[src/rtl/word_packer_pkg.sv]
// Shared types and width helpers for the word packer and its slot bank.
// Pure declarations; no latency or flow control of its own.
package word_packer_pkg;

  typedef enum logic [1:0] {
    IDLE = 2'd0,
    FILL = 2'd1,
    FULL = 2'd2
  } state_t;

  // Width of a slot index into a DEPTH-slot bank.
  function automatic int ptr_width(input int depth);
    return $clog2(depth);
  endfunction

  // Width of a word count that must reach DEPTH itself.
  function automatic int len_width(input int depth);
    return $clog2(depth) + 1;
  endfunction

endpackage

[src/rtl/word_packer_slot_bank.sv]
// DEPTH x WIDTH register bank, one write port decoded from wr_ptr, synchronous clear-all.
// Write visible one cycle after wr_en; no flow control, the caller gates wr_en.
module slot_bank
  import word_packer_pkg::*;
#(
  parameter int WIDTH = 16,
  parameter int DEPTH = 16
) (
  input  logic                          clk,
  input  logic                          rst_n,
  input  logic                          wr_en,
  input  logic [ptr_width(DEPTH)-1:0]   wr_ptr,
  input  logic [WIDTH-1:0]              wr_data,
  input  logic                          clr,
  output logic [WIDTH*DEPTH-1:0]        frame_data
);

  localparam int PW = ptr_width(DEPTH);

  for (genvar i = 0; i < DEPTH; i++) begin : g_slot
    logic [WIDTH-1:0] slot_q;
    logic             slot_we;

    assign slot_we = wr_en && (wr_ptr == PW'(i));

    // Clear wins over write; the FSM never asserts both in one cycle anyway.
    always_ff @(posedge clk or negedge rst_n) begin
      if (!rst_n) begin
        slot_q <= '0;
      end else if (clr) begin
        slot_q <= '0;
      end else if (slot_we) begin
        slot_q <= wr_data;
      end
    end

    assign frame_data[i*WIDTH +: WIDTH] = slot_q;
  end

endmodule

[src/rtl/word_packer.sv]
// Packs a valid/ready word stream into a flattened DEPTH-slot frame; words land one cycle after accept.
// in_ready drops while a closed frame is held; frame stays frozen until frame_ready.
module word_packer
  import word_packer_pkg::*;
#(
  parameter int WIDTH = 16,
  parameter int DEPTH = 16
) (
  input  logic                          clk,
  input  logic                          rst_n,
  input  logic                          in_valid,
  output logic                          in_ready,
  input  logic [WIDTH-1:0]              in_data,
  input  logic                          in_last,
  output logic [ptr_width(DEPTH)-1:0]   wr_ptr,
  output logic [WIDTH*DEPTH-1:0]        frame_data,
  output logic [len_width(DEPTH)-1:0]   frame_len,
  output logic                          frame_valid,
  input  logic                          frame_ready
);

  localparam int PW = ptr_width(DEPTH);
  localparam int LW = len_width(DEPTH);

  state_t state_q;
  state_t state_d;

  logic accept;
  logic last_slot;
  logic close;
  logic frame_take;

  // Handshake outputs come straight from the state register.
  assign in_ready    = (state_q == FILL);
  assign frame_valid = (state_q == FULL);

  assign accept     = in_valid && in_ready;
  assign last_slot  = (wr_ptr == PW'(DEPTH - 1));
  assign close      = accept && (in_last || last_slot);
  assign frame_take = frame_valid && frame_ready;

  always_ff @(posedge clk or negedge rst_n) begin
    if (!rst_n) begin
      state_q <= IDLE;
    end else begin
      state_q <= state_d;
    end
  end

  always_comb begin
    state_d = state_q;
    case (state_q)
      IDLE:    state_d = FILL;
      FILL:    if (close) state_d = FULL;
      FULL:    if (frame_ready) state_d = FILL;
      default: state_d = IDLE;
    endcase
  end

  // The closing word leaves wr_ptr on its own slot so it never wraps mid-frame.
  always_ff @(posedge clk or negedge rst_n) begin
    if (!rst_n) begin
      wr_ptr    <= '0;
      frame_len <= '0;
    end else if (frame_take) begin
      wr_ptr    <= '0;
      frame_len <= '0;
    end else if (accept) begin
      frame_len <= frame_len + LW'(1);
      if (!close) begin
        wr_ptr <= wr_ptr + PW'(1);
      end
    end
  end

  slot_bank #(
    .WIDTH (WIDTH),
    .DEPTH (DEPTH)
  ) u_slot_bank (
    .clk        (clk),
    .rst_n      (rst_n),
    .wr_en      (accept),
    .wr_ptr     (wr_ptr),
    .wr_data    (in_data),
    .clr        (frame_take),
    .frame_data (frame_data)
  );

endmodule

[config.mk]
export PLATFORM = sky130hd
export DESIGN_NAME = word_packer
export DESIGN_NICKNAME = d
export VERILOG_FILES = /design/src/rtl/word_packer_pkg.sv /design/src/rtl/word_packer_slot_bank.sv /design/src/rtl/word_packer.sv
export SDC_FILE = /design/constraint.sdc
export NUM_CORES = 1
export LEC_CHECK = 0
export CORE_MARGIN = 5
export CORE_UTILIZATION = 35
export DETAILED_ROUTE_END_ITERATION = 10
export MAX_ROUTING_LAYER = met4
export SYNTH_ARGS = -nofsm -noshare
export SYNTH_HDL_FRONTEND = slang
export SYNTH_SLANG_ARGS = --single-unit
[constraint.sdc]
create_clock -name clk -period 2.4 [get_ports clk]
set_clock_uncertainty 0.05 [all_clocks]
set_input_delay 0.24 -clock clk [delete_from_list [all_inputs] [get_ports clk]]
set_output_delay 0.24 -clock clk [all_outputs]
set_load 0.02 [all_outputs]
# ---- Word level (Yosys, flattened, before mapping)
# Index checks and enable logic that the tools add are counted.
dict set report word_totals {
  ff_bits 267
  inputBits 21
  output_inout_bits 267
  elab_cells 122
}
dict set report op_classes {
  n_addsub 2
  n_eq_ne 20
  mux 40
  n_reduce_logical 41
}
# op count
set op_table {}
lappend op_table {{16-bit 2-to-1 mux} 32}
lappend op_table {{2-bit nonzero test} 17}
lappend op_table {{4-bit equality test, second input constant} 8}
lappend op_table {{1-bit logical AND} 19}
lappend op_table {{4-bit by 3-bit equality test with 1-bit output, second input constant} 4}
lappend op_table {{4-bit 2-to-1 mux} 3}
lappend op_table {{5-bit 2-to-1 mux} 2}
lappend op_table {{4-bit by 2-bit equality test with 1-bit output, second input constant} 2}
lappend op_table {{2-bit by 1-bit inequality test with 1-bit output, second input constant} 3}
lappend op_table {{2-bit case mux with 3 select lines} 1}
lappend op_table {{5-bit by 1-bit adder with 5-bit output, second input constant} 1}
lappend op_table {{4-bit by 1-bit adder with 4-bit output, second input constant} 1}
lappend op_table {{4-bit by 1-bit equality test with 1-bit output, second input constant} 1}
lappend op_table {{4-bit logical NOT} 1}
lappend op_table {{2-bit 2-to-1 mux} 2}
lappend op_table {{2-bit AND reduction} 2}
lappend op_table {{2-bit by 1-bit equality test with 1-bit output, second input constant} 1}
lappend op_table {{2-bit equality test, second input constant} 1}
lappend op_table {{2-bit logical NOT} 1}
lappend op_table {{1-bit logical OR} 1}

# ---- Longest topological paths before layout
# Gate-level depths: netlist (run 1).
dict set report logic_depth {
  depth_word 6
  depth_mapped 7
  mapped_depth_nobuf 5
}

# ---- Cells and area by module
# From an unflattened synthesis (run 1), not the netlist that was laid out.
dict set report hier_totals {
  cells_unflattened 949
  area_unflattened_um2 11872.6
}
# mod n_inst cells_each area_each_um2 seq_area_each_um2
set by_module_without_submodules {}
lappend by_module_without_submodules {slot_bank 1 895 11322.1 6406.1}
lappend by_module_without_submodules {word_packer 1 54 550.5 275.3}

# ---- Worst setup path after synthesis (run 1)
# No wires, ideal clock.
dict set report synth_timing {
  path_type {register to register}
  start {register wr_ptr[1]}
  end {register u_slot_bank.g_slot[7].slot_q[5]}
  setup_ns 0.128
  t_arrival_ns 1.665
  required_time_ns 2.222
  setup_slack_ns 0.557
  stages_incl_launch_ff 7
  n_path_buf 2
  period_less_slack_ns 1.843
  cell_sequence {dfrtp_1 > ha_1 > and4b_1 > clkbuf_1 > and2_0 > clkbuf_2 > o21ai_0}
}
dict set report synth_between {
  elab_chain_cells 3
}
# item line_no
set synth_lines {}
lappend synth_lines {{start: declaration} word_packer.sv:15} ;# output logic [ptr_width(DEPTH)-1:0] wr_ptr,
lappend synth_lines {{start signal: assignment} word_packer.sv:71} ;# wr_ptr <= wr_ptr + PW'(1);
lappend synth_lines {{4-bit by 3-bit equality test with 1-bit output} word_packer_slot_bank.sv:24} ;# assign slot_we = wr_en && (wr_ptr == PW'(i));
lappend synth_lines {{1-bit logical AND} word_packer_slot_bank.sv:24}
lappend synth_lines {{2-bit nonzero test (no line)} n/a}
lappend synth_lines {{end signal: assignment} word_packer_slot_bank.sv:33} ;# slot_q <= wr_data;
lappend synth_lines {{end: declaration} word_packer_slot_bank.sv:21} ;# logic [WIDTH-1:0] slot_q;
# No other way between the ends.
# A chain may end at the register's enable or synchronous reset.

# ---- Final worst setup path (run 1)
dict set report layout_timing {
  start {register wr_ptr[3]}
  end {output port wr_ptr[3]}
}
# No word-level cell between the ends.

==> results of run 1 <==
[power by group]
part | internal, mW | switching, mW | total [mW]
registers | 5.88 | 0.941 | 6.82
logic | 3.49 | 4.94 | 8.43
clock network | 2.64 | 1.85 | 4.50
[state kept, by name, indices dropped and copies added (netlist names)]
register and flops:
frame_len 5, state_q 2, u_slot_bank.g_slot.slot_q 256, wr_ptr 4
[how the worst min path moves through the flow]
stage | end | slack [ns] | startpoint | cells after the start
final | u_slot_bank.g_slot[7].slot_q[3] | 0.21 | rst_n | 2
after global routing | u_slot_bank.g_slot[3].slot_q[8] | 0.25 | rst_n | 2
after CTS | u_slot_bank.g_slot[10].slot_q[7] | 0.20 | rst_n | 2
after detailed placement | u_slot_bank.g_slot[3].slot_q[13] | 0.19 | rst_n | 1
after global placement | u_slot_bank.g_slot[3].slot_q[13] | 0.19 | rst_n | 1
after floorplan | frame_len[0] | -0.11 | rst_n | 0
[cell usage after synthesis (all sizes together) (2+ instances only)]
cell type	n
dfrtp	267
o21ai	260
and3b	5
and2	5
ha	5
nor2b	3
nand3b	6
a21oi	198
nor2	3
nand3	264
buf	75
inv	3
nand2	68
clkbuf	97
mux2i	2
and3	3
nand4b	2
[per-layer routing]
| layer | vias to the layer above | global-route usage, % |
|---|---|---|
| li1 | 4904 | - |
| met5 | - | - |
| met3 | 68 | 4.67 |
| met1 | 5518 | 32.6 |
| met2 | 540 | 36.8 |
| met4 | 0 | 6.01 |
[kinds of logic (layout without fill, tap and decap cells)]
logic type / after synthesis / after routing / share of synthesized area, %
and+or+nand+nor: 366 / 366 / 15.7
DFF: 267 / 267 / 57.2
xor gates and xnor gates: 2 / 2 / 0.150
AOI/OAI and AO/OA: 463 / 463 / 20.0
buffers and inverters: 175 / 401 / 6.32
muxes: 2 / 2 / 0.171
adders and majority gates: 5 / 5 / 0.536
[through the flow]
step	hold slack, ns	power [mW]	cells
floorplan	-0.106	11.0	1280
global placement	0.187	15.2	1906
detailed placement	0.191	15.3	1906
CTS	0.205	19.9	1954
global route	0.250	20.8	1954
finish	0.209	19.8	1954
[timing repair]
item,in CTS,in global routing
setup endpoints to repair,1,0
hold buffers,1,0
resized for setup,2,0
endpoints found under the hold margin,60,0
[final cells by class]
type / count / share of cell area (%)
flip-flops and latches: 267 / 41.7
multi-input cells: 838 / 26.8
repair buffers: 351 / 22.1
clock buffers: 37 / 4.97
well taps: 448 / 3.50
clock inverters: 10 / 0.883
inverters: 3 / 0.0703
==> results.json, run 1 <==
{
  "reg2regPathDepth": 4,
  "vias": 11000,
  "cp.depth": 1,
  "die_area_sq_mm": 0.0371,
  "drive_gt1_share_pct": 7.64,
  "r2r_start": "wr_ptr[0]",
  "synth_warnings": 0,
  "io_pins": 288,
  "worstPathBufferInverterCount": 1,
  "path_class": "flop to primary output",
  "synth_edf_count": 0,
  "yosysTopAreaCellShare_pct": 57.2,
  "syn_inst": 1280,
  "syn-num-nets": 1306,
  "cap_violations": 0,
  "die_w_um": 193,
  "clk_latency_ns": 0.54,
  "fin_crit_ns": 2.29,
  "worst_path_max_delay_cell": "clkdlybuf4s50_1",
  "rsz0062_at_grt": "no",
  "final_common_cell": "clkdlybuf4s50_1",
  "port-buffer-count": 287,
  "power_per_cell_area_mw_per_mm2": 1230,
  "cellLeakagePower_nw": 6.46,
  "routed_via_density": 5.64,
  "hpwl_um": 26800,
  "cts_root_buf": "clkbuf_16",
  "tns_ns": 0,
  "fill_cells": 3090,
  "worstPathCellList": "clkdlybuf4s50_1",
  "antenna_left": 0,
  "regArea_sq_mm": 0.00668,
  "cts.path.max_buffers": 3,
  "utilization_pct": 48.1,
  "antenna_found_initial": 0,
  "required_ns": 2.11,
  "wl_met2_um": 21100,
  "critical-path-top-delay-family": "buffers and inverters",
  "postCtsSetupRepairBufs": 0,
  "finalWorstSetupSlack_ns": 0.110,
  "ys.flop_type": "dfrtp_1",
  "ys_ff_latch": 267,
  "drc": 0,
  "die_y_um": 193,
  "min_period_over_period_pct": 95.4,
  "max_slew_margin_pct": 35.5,
  "dr_wl_met3_um": 3770,
  "fmax_mhz": 437,
  "gp_congestion": 0.785,
  "fin_nets": 1516,
  "clock_sinks": 267,
  "fin_area_sq_mm": 0.0160,
  "synth.area.top_cells": "dfrtp_1 57%, nand3_1 11%, o21ai_0 11%",
  "vdd_drop_max_mv": 0.749,
  "slowest_delay_ns": 0.74,
  "num_rows": 67,
  "track_usage_pct": 23.9,
  "hold_viol_final": 0,
  "ys_seq_area_share_pct": 57.2,
  "crit_path_start_kind": "flop",
  "drt-pass1-iter-count": 7,
  "drt_wl_total_um": 44700,
  "cts_made_buffers": 29,
  "postSynth.asyncResetShare_pct": 100,
  "outcome": "finished, final reports clean",
  "final_cell_mix": "285 x clkdlybuf4s50_1, 266 x dfrtp_1, 264 x nand3_1",
  "top_layer_used": "met4",
  "syn_avg_cell_area_sq_um": 9.13,
  "grt_pass1_wl_um": 66900,
  "grt_overflow": 0,
  "synth_cell_type_count": 36,
  "coreArea_sq_mm": 0.0333,
  "critical_path.startpoint": "wr_ptr[3]",
  "grt_max_degree": 97,
  "place_area_sq_mm": 0.0151,
  "m1WireLength_um": 18700,
  "drt_iter0_markers": 1184,
  "areaGrowthSynthToFinish_pct": 37.1,
  "netlist_area_sq_mm": 0.0117,
  "tritoncts": "done",
  "maxSlewViolCount": 0,
  "crit_arrival_ns": 2.00,
  "cts_max_level": 1,
  "synth_top_area_cell": "dfrtp_1",
  "reg2reg_to": "u_slot_bank.g_slot[11].slot_q[4]",
  "start_util_pct": 35.1,
  "end_kind": "primary output",
  "clk_pin_slew_worst_paths_ns": 0.07,
  "setup_violations": 0,
  "multiInputGateArea_sq_mm": 0.00429,
  "dp_slack_ns": 0.239,
  "r2r_setup_slack_ns": 0.25,
  "grt_pass1_vias": 10500,
  "worst_pin_slew_ns": 0.967,
  "wl_per_cell_um": 22.9,
  "diodes": 0,
  "crit_path_end": "wr_ptr[3]",
  "worstHoldPathType": "primary input to async pin",
  "cp_max_fo": 20
}
Note: power is estimated with default switching activity, not from simulation.
==> run 2, diff against run 1 <==
--- a/config.mk
+++ b/config.mk
@@ -8,6 +8,7 @@
 export CORE_MARGIN = 5
 export CORE_UTILIZATION = 35
 export DETAILED_ROUTE_END_ITERATION = 10
+export GPL_TIMING_DRIVEN = 0
 export MAX_ROUTING_LAYER = met4
 export SYNTH_ARGS = -nofsm -noshare
 export SYNTH_HDL_FRONTEND = slang
==> constraint.sdc (replaced) <==
create_clock -name clk -period 2.4 [get_ports clk]
set_clock_uncertainty 0.05 [all_clocks]
set_input_delay 0.72 -clock clk [delete_from_list [all_inputs] [get_ports clk]]
set_output_delay 0.72 -clock clk [all_outputs]
set_load 0.02 [all_outputs]
==> results.json, run 2 (same netlist as run 1, synthesis figures left out) <==
{
  "finalWorstSetupSlack_ns": 0.0291,
  "place_area_sq_mm": 0.0150,
  "io_pins": 288,
  "diodes": 0,
  "drc": 0,
  "worstPathCellList": "clkdlybuf4s50_1",
  "fin_nets": 1613,
  "cellLeakagePower_nw": 6.64,
  "fin_hold_ws_ns": 0.118,
  "clock_sinks": 267,
  "required_ns": 1.63,
  "worst_pin_slew_ns": 1.17,
  "cts_max_level": 1,
  "rsz0062_at_grt": "no",
  "drt-pass1-iter-count": 8,
  "setup_violations": 0,
  "crit_path_start_kind": "flop",
  "coreArea_sq_mm": 0.0333,
  "track_usage_pct": 24.9,
  "grt_max_degree": 119,
  "top_register": "u_slot_bank.g_slot.slot_q",
  "cp_max_fo": 2,
  "vdd_drop_max_mv": 0.588,
  "fill_cells": 3208,
  "grt_pass1_wl_um": 68900,
  "r2r_start": "wr_ptr[1]",
  "tritoncts": "done",
  "maxSlewViolCount": 0,
  "critical-path-top-delay-family": "buffers and inverters",
  "num_rows": 67,
  "reg2regPathDepth": 6,
  "end_kind": "primary output",
  "worstPathBufferInverterCount": 1,
  "power_per_cell_area_mw_per_mm2": 1240,
  "cts_made_buffers": 30,
  "drt_wl_total_um": 46300,
  "vias": 11300,
  "cts.path.max_buffers": 3,
  "antenna_left": 0,
  "clk_pin_slew_worst_paths_ns": 0.06,
  "drive_gt1_share_pct": 7.64,
  "port-buffer-count": 270,
  "r2r_setup_slack_ns": 0.18,
  "max_slew_margin_pct": 22.1,
  "reg_top3": "u_slot_bank.g_slot.slot_q: 256 flops, frame_len: 5 flops, wr_ptr: 4 flops",
  "die_w_um": 193,
  "path_class": "flop to primary output",
  "grt_overflow": 0,
  "dp_slack_ns": -0.241,
  "final_common_cell": "dfrtp_1",
  "min_period_over_period_pct": 98.8,
  "hold_viol_final": 0,
  "die_y_um": 193,
  "critical_path.startpoint": "u_slot_bank.g_slot[12].slot_q[7]",
  "crit_arrival_ns": 1.60,
  "grt_pass1_vias": 11000,
  "cts_root_buf": "clkbuf_16",
  "start_util_pct": 35.1,
  "areaGrowthSynthToFinish_pct": 37.4,
  "routed_via_density": 5.50,
  "antenna_found_initial": 0,
  "fin_area_sq_mm": 0.0160,
  "final_cell_mix": "267 x dfrtp_1, 264 x nand3_1, 257 x clkdlybuf4s50_1",
  "clk_latency_ns": 0.54,
  "drt_iter0_markers": 1123,
  "cap_violations": 0,
  "outcome": "finished, final reports clean",
  "die_area_sq_mm": 0.0371,
  "fin_crit_ns": 2.37,
  "wl_per_cell_um": 22.5,
  "gp_congestion": 0.843,
  "fmax_mhz": 422,
  "slowest_delay_ns": 0.70,
  "hpwl_um": 31800,
  "worstHoldPathType": "primary input to async pin",
  "worst_path_max_delay_cell": "clkdlybuf4s50_1",
  "cts_hold_buf": 0,
  "largest_register_ffs": 256,
  "reg2reg_to": "u_slot_bank.g_slot[7].slot_q[5]"
}
run 2: cell count changes in the layout (fill, tap and decap cells not counted), moves of 4 or more:
| cell | before | now |
|---|---|---|
| clkbuf_1 | 4 | 95 |
| buf_2 | 0 | 52 |
| buf_4 | 49 | 8 |
| clkdlybuf4s50_1 | 285 | 257 |
| buf_1 | 0 | 20 |
| buf_12 | 14 | 0 |
| clkinv_2 | 2 | 10 |
| dlymetal6s2s_1 | 0 | 6 |
| clkbuf_2 | 0 | 4 |
run 2: stage by stage:
stage	utilization (%)	total power, mW	setup TNS (ns)	instances
finish	48.2	19.9	0	2058
global route	48.2	21.0	0	2058
CTS	48.1	20.0	0	2055
detailed placement	45.1	15.3	-3.84	2000
global placement	44.9	15.2	-3000.69	1998
floorplan	-	11.0	0	1280
run 2: power by group:
group	internal, mW	switching [mW]
logic	3.40	5.03
registers	5.88	0.930
clock network	2.78	1.90
run 2: how the worst max path moves through the flow:
stage	endpoint	cells after the start
after floorplan	wr_ptr[3]	5
after global placement	u_slot_bank.g_slot[5].slot_q[2]	1
after detailed placement	u_slot_bank.g_slot[8].slot_q[9]	4
after CTS	frame_len[1]	1
after global routing	frame_data[45]	1
final	frame_data[199]	1
run 2: layout make-up:
cell class	count	area, sq um	share of cell area (%)
Buffer	172	732	4.56
Clock buffer	40	880	5.48
Tap cell	448	561	3.49
Inverter	3	11.3	0.0702
Timing Repair Buffer	275	2790	17.4
Multi-Input combinational cell	838	4260	26.6
Sequential cell	267	6680	41.6
Clock inverter	15	134	0.834
run 2: per-layer routing:
metal | global-route usage (%) | part of all wire (%)
met5 | - | 0
met4 | 6.42 | 2.7
met3 | 5.59 | 8.3
met2 | 38.7 | 47
met1 | 33.1 | 42
run 2: what timing repair did:
item | in CTS | in global routing
setup endpoints to repair | 7 | 38
pin swaps | 1 | 1
buffers inserted | 0 | 3
resized for setup | 14 | 7
==> run 3, diff against run 2 <==
--- a/config.mk
+++ b/config.mk
@@ -10,6 +10,7 @@
 export DETAILED_ROUTE_END_ITERATION = 10
 export GPL_TIMING_DRIVEN = 0
 export MAX_ROUTING_LAYER = met4
+export SLEW_MARGIN = 20
 export SYNTH_ARGS = -nofsm -noshare
 export SYNTH_HDL_FRONTEND = slang
 export SYNTH_SLANG_ARGS = --single-unit
==> results.json, run 3 (same netlist as run 1, synthesis figures left out) <==
{
  "crit_path_start_kind": "flop",
  "power_per_cell_area_mw_per_mm2": 1240,
  "end_kind": "primary output",
  "clk_pin_slew_worst_paths_ns": 0.06,
  "vias": 11300,
  "gp_congestion": 0.843,
  "met1_usage_pct": 33.6,
  "path_class": "flop to primary output",
  "multiInputGateArea_sq_mm": 0.00427,
  "drt_iter0_markers": 1113,
  "reg2reg_to": "u_slot_bank.g_slot[7].slot_q[5]",
  "hold_viol_final": 0,
  "reg2regPathDepth": 6,
  "use_met2_pct": 38.1,
  "cellLeakagePower_nw": 6.76,
  "slowest_delay_ns": 0.63,
  "grt_max_degree": 89,
  "tritoncts": "done",
  "cts.path.max_buffers": 3,
  "cap_violations": 0,
  "r2r_setup_slack_ns": 0.16,
  "min_period_over_period_pct": 98.7,
  "max_slew_margin_pct": 24.3,
  "required_ns": 1.63,
  "grt_pass1_vias": 11100,
  "clock_sinks": 267,
  "areaGrowthSynthToFinish_pct": 38.3,
  "top_register": "u_slot_bank.g_slot.slot_q",
  "place_area_sq_mm": 0.0150,
  "utilization_pct": 48.5,
  "drc": 0,
  "fin_crit_ns": 2.37,
  "io_pins": 288,
  "drive_gt1_share_pct": 7.81,
  "reg_top3": "u_slot_bank.g_slot.slot_q: 256 flops, frame_len: 5 flops, wr_ptr: 4 flops",
  "holdPathStages": 1,
  "critical-path-top-delay-family": "buffers and inverters",
  "vdd_drop_max_mv": 0.546,
  "hpwl_um": 32100,
  "track_usage_pct": 25.0,
  "grt_pass1_wl_um": 69300,
  "hold_start": "frame_len[4]",
  "numPlacedInstances": 2001,
  "diodes": 0,
  "worstPathBufferInverterCount": 1,
  "fill_cells": 3173,
  "cts_root_buf": "clkbuf_16",
  "fmax_mhz": 422,
  "worstPathCellList": "clkdlybuf4s50_1",
  "drt-pass1-iter-count": 5,
  "outcome": "finished, final reports clean",
  "drt_wl_total_um": 46600,
  "largest_register_ffs": 256,
  "worst_path_max_delay_cell": "clkdlybuf4s50_1",
  "use_met3_pct": 5.72,
  "die_w_um": 193,
  "cts_max_level": 1,
  "rsz0062_at_grt": "no",
  "final_common_cell": "dfrtp_1",
  "clk_latency_ns": 0.55,
  "coreArea_sq_mm": 0.0333,
  "maxSlewViolCount": 0,
  "routed_via_density": 5.50,
  "fin_area_sq_mm": 0.0162,
  "crit_arrival_ns": 1.60,
  "port-buffer-count": 270,
  "grt_overflow": 0,
  "top_usage_layer": "met2",
  "worstHoldPathType": "flop to flop",
  "die_area_sq_mm": 0.0371,
  "num_rows": 67,
  "antenna_found_initial": 0,
  "fin_cells": 2061,
  "die_y_um": 193,
  "cp_max_fo": 2,
  "antenna_left": 0,
  "cts_made_buffers": 30,
  "fin_nets": 1616,
  "setup_violations": 0,
  "regArea_sq_mm": 0.00668,
  "start_util_pct": 35.1,
  "cp.depth": 1,
  "final_cell_mix": "267 x dfrtp_1, 264 x nand3_1, 251 x clkdlybuf4s50_1",
  "min_to": "frame_len[4]",
  "wl_per_cell_um": 22.6,
  "r2r_start": "wr_ptr[0]",
  "worst_pin_slew_ns": 1.14
}
-- run 3: per-stage QoR --
| step | total power [mW] | worst slack [ns] | TNS [ns] | hold slack (ns) |
|---|---|---|---|---|
| after floorplan | 11.0 | 0.475 | 0 | 0.374 |
| after global placement | 15.2 | -11.28 | -3000.69 | 0.420 |
| after detailed placement | 15.3 | -0.190 | -3.45 | 0.422 |
| after CTS | 20.2 | 0.00786 | 0 | 0.441 |
| after global routing | 21.1 | 0.000677 | 0 | 0.465 |
| final | 20.1 | 0.0313 | 0 | 0.434 |
-- run 3: per-layer routing --
layer,vias up,part of all wire (%),routed length (um)
li1,5120,-,-
met1,5597,42,19400
met2,523,45,21200
met3,97,9.5,4420
met4,0,3.5,1620
met5,-,0,0
-- run 3: layout make-up --
class | instances | share of cell area (%)
Clock inverter | 14 | 0.953
Tap cell | 448 | 3.47
Clock buffer | 41 | 5.53
Inverter | 3 | 0.0697
Buffer | 172 | 4.53
Multi-Input combinational cell | 838 | 26.4
Timing Repair Buffer | 278 | 17.7
Sequential cell | 267 | 41.4
-- run 3: report_power, final --
part           switching (mW)  internal [mW]
Combinational            5.03           3.40
Clock                    1.94           2.91
Sequential              0.927           5.88
Total                    7.90           12.2
-- run 3: how the worst max path moves through the flow --
stage                                      from                               to  slack (ns)
5_1_grt        u_slot_bank.g_slot[8].slot_q[15]                  frame_data[143]      0.0007
3_3_place_gp                              rst_n  u_slot_bank.g_slot[5].slot_q[2]      -11.28
3_5_place_dp                         in_data[9]  u_slot_bank.g_slot[8].slot_q[9]       -0.19
2_1_floorplan                          in_valid                        wr_ptr[3]        0.47
4_1_cts                            frame_len[2]                     frame_len[2]       0.008
6_report       u_slot_bank.g_slot[9].slot_q[15]                  frame_data[159]        0.03
-- run 3: repair_timing --
action	4_1_cts	5_1_grt
pin swaps	1	1
gates resized for setup	16	12
gates cloned	0	1
buffers inserted	0	3
hold buffers	1	0
endpoints found under the hold margin	27	0
endpoints found under the setup margin	10	107
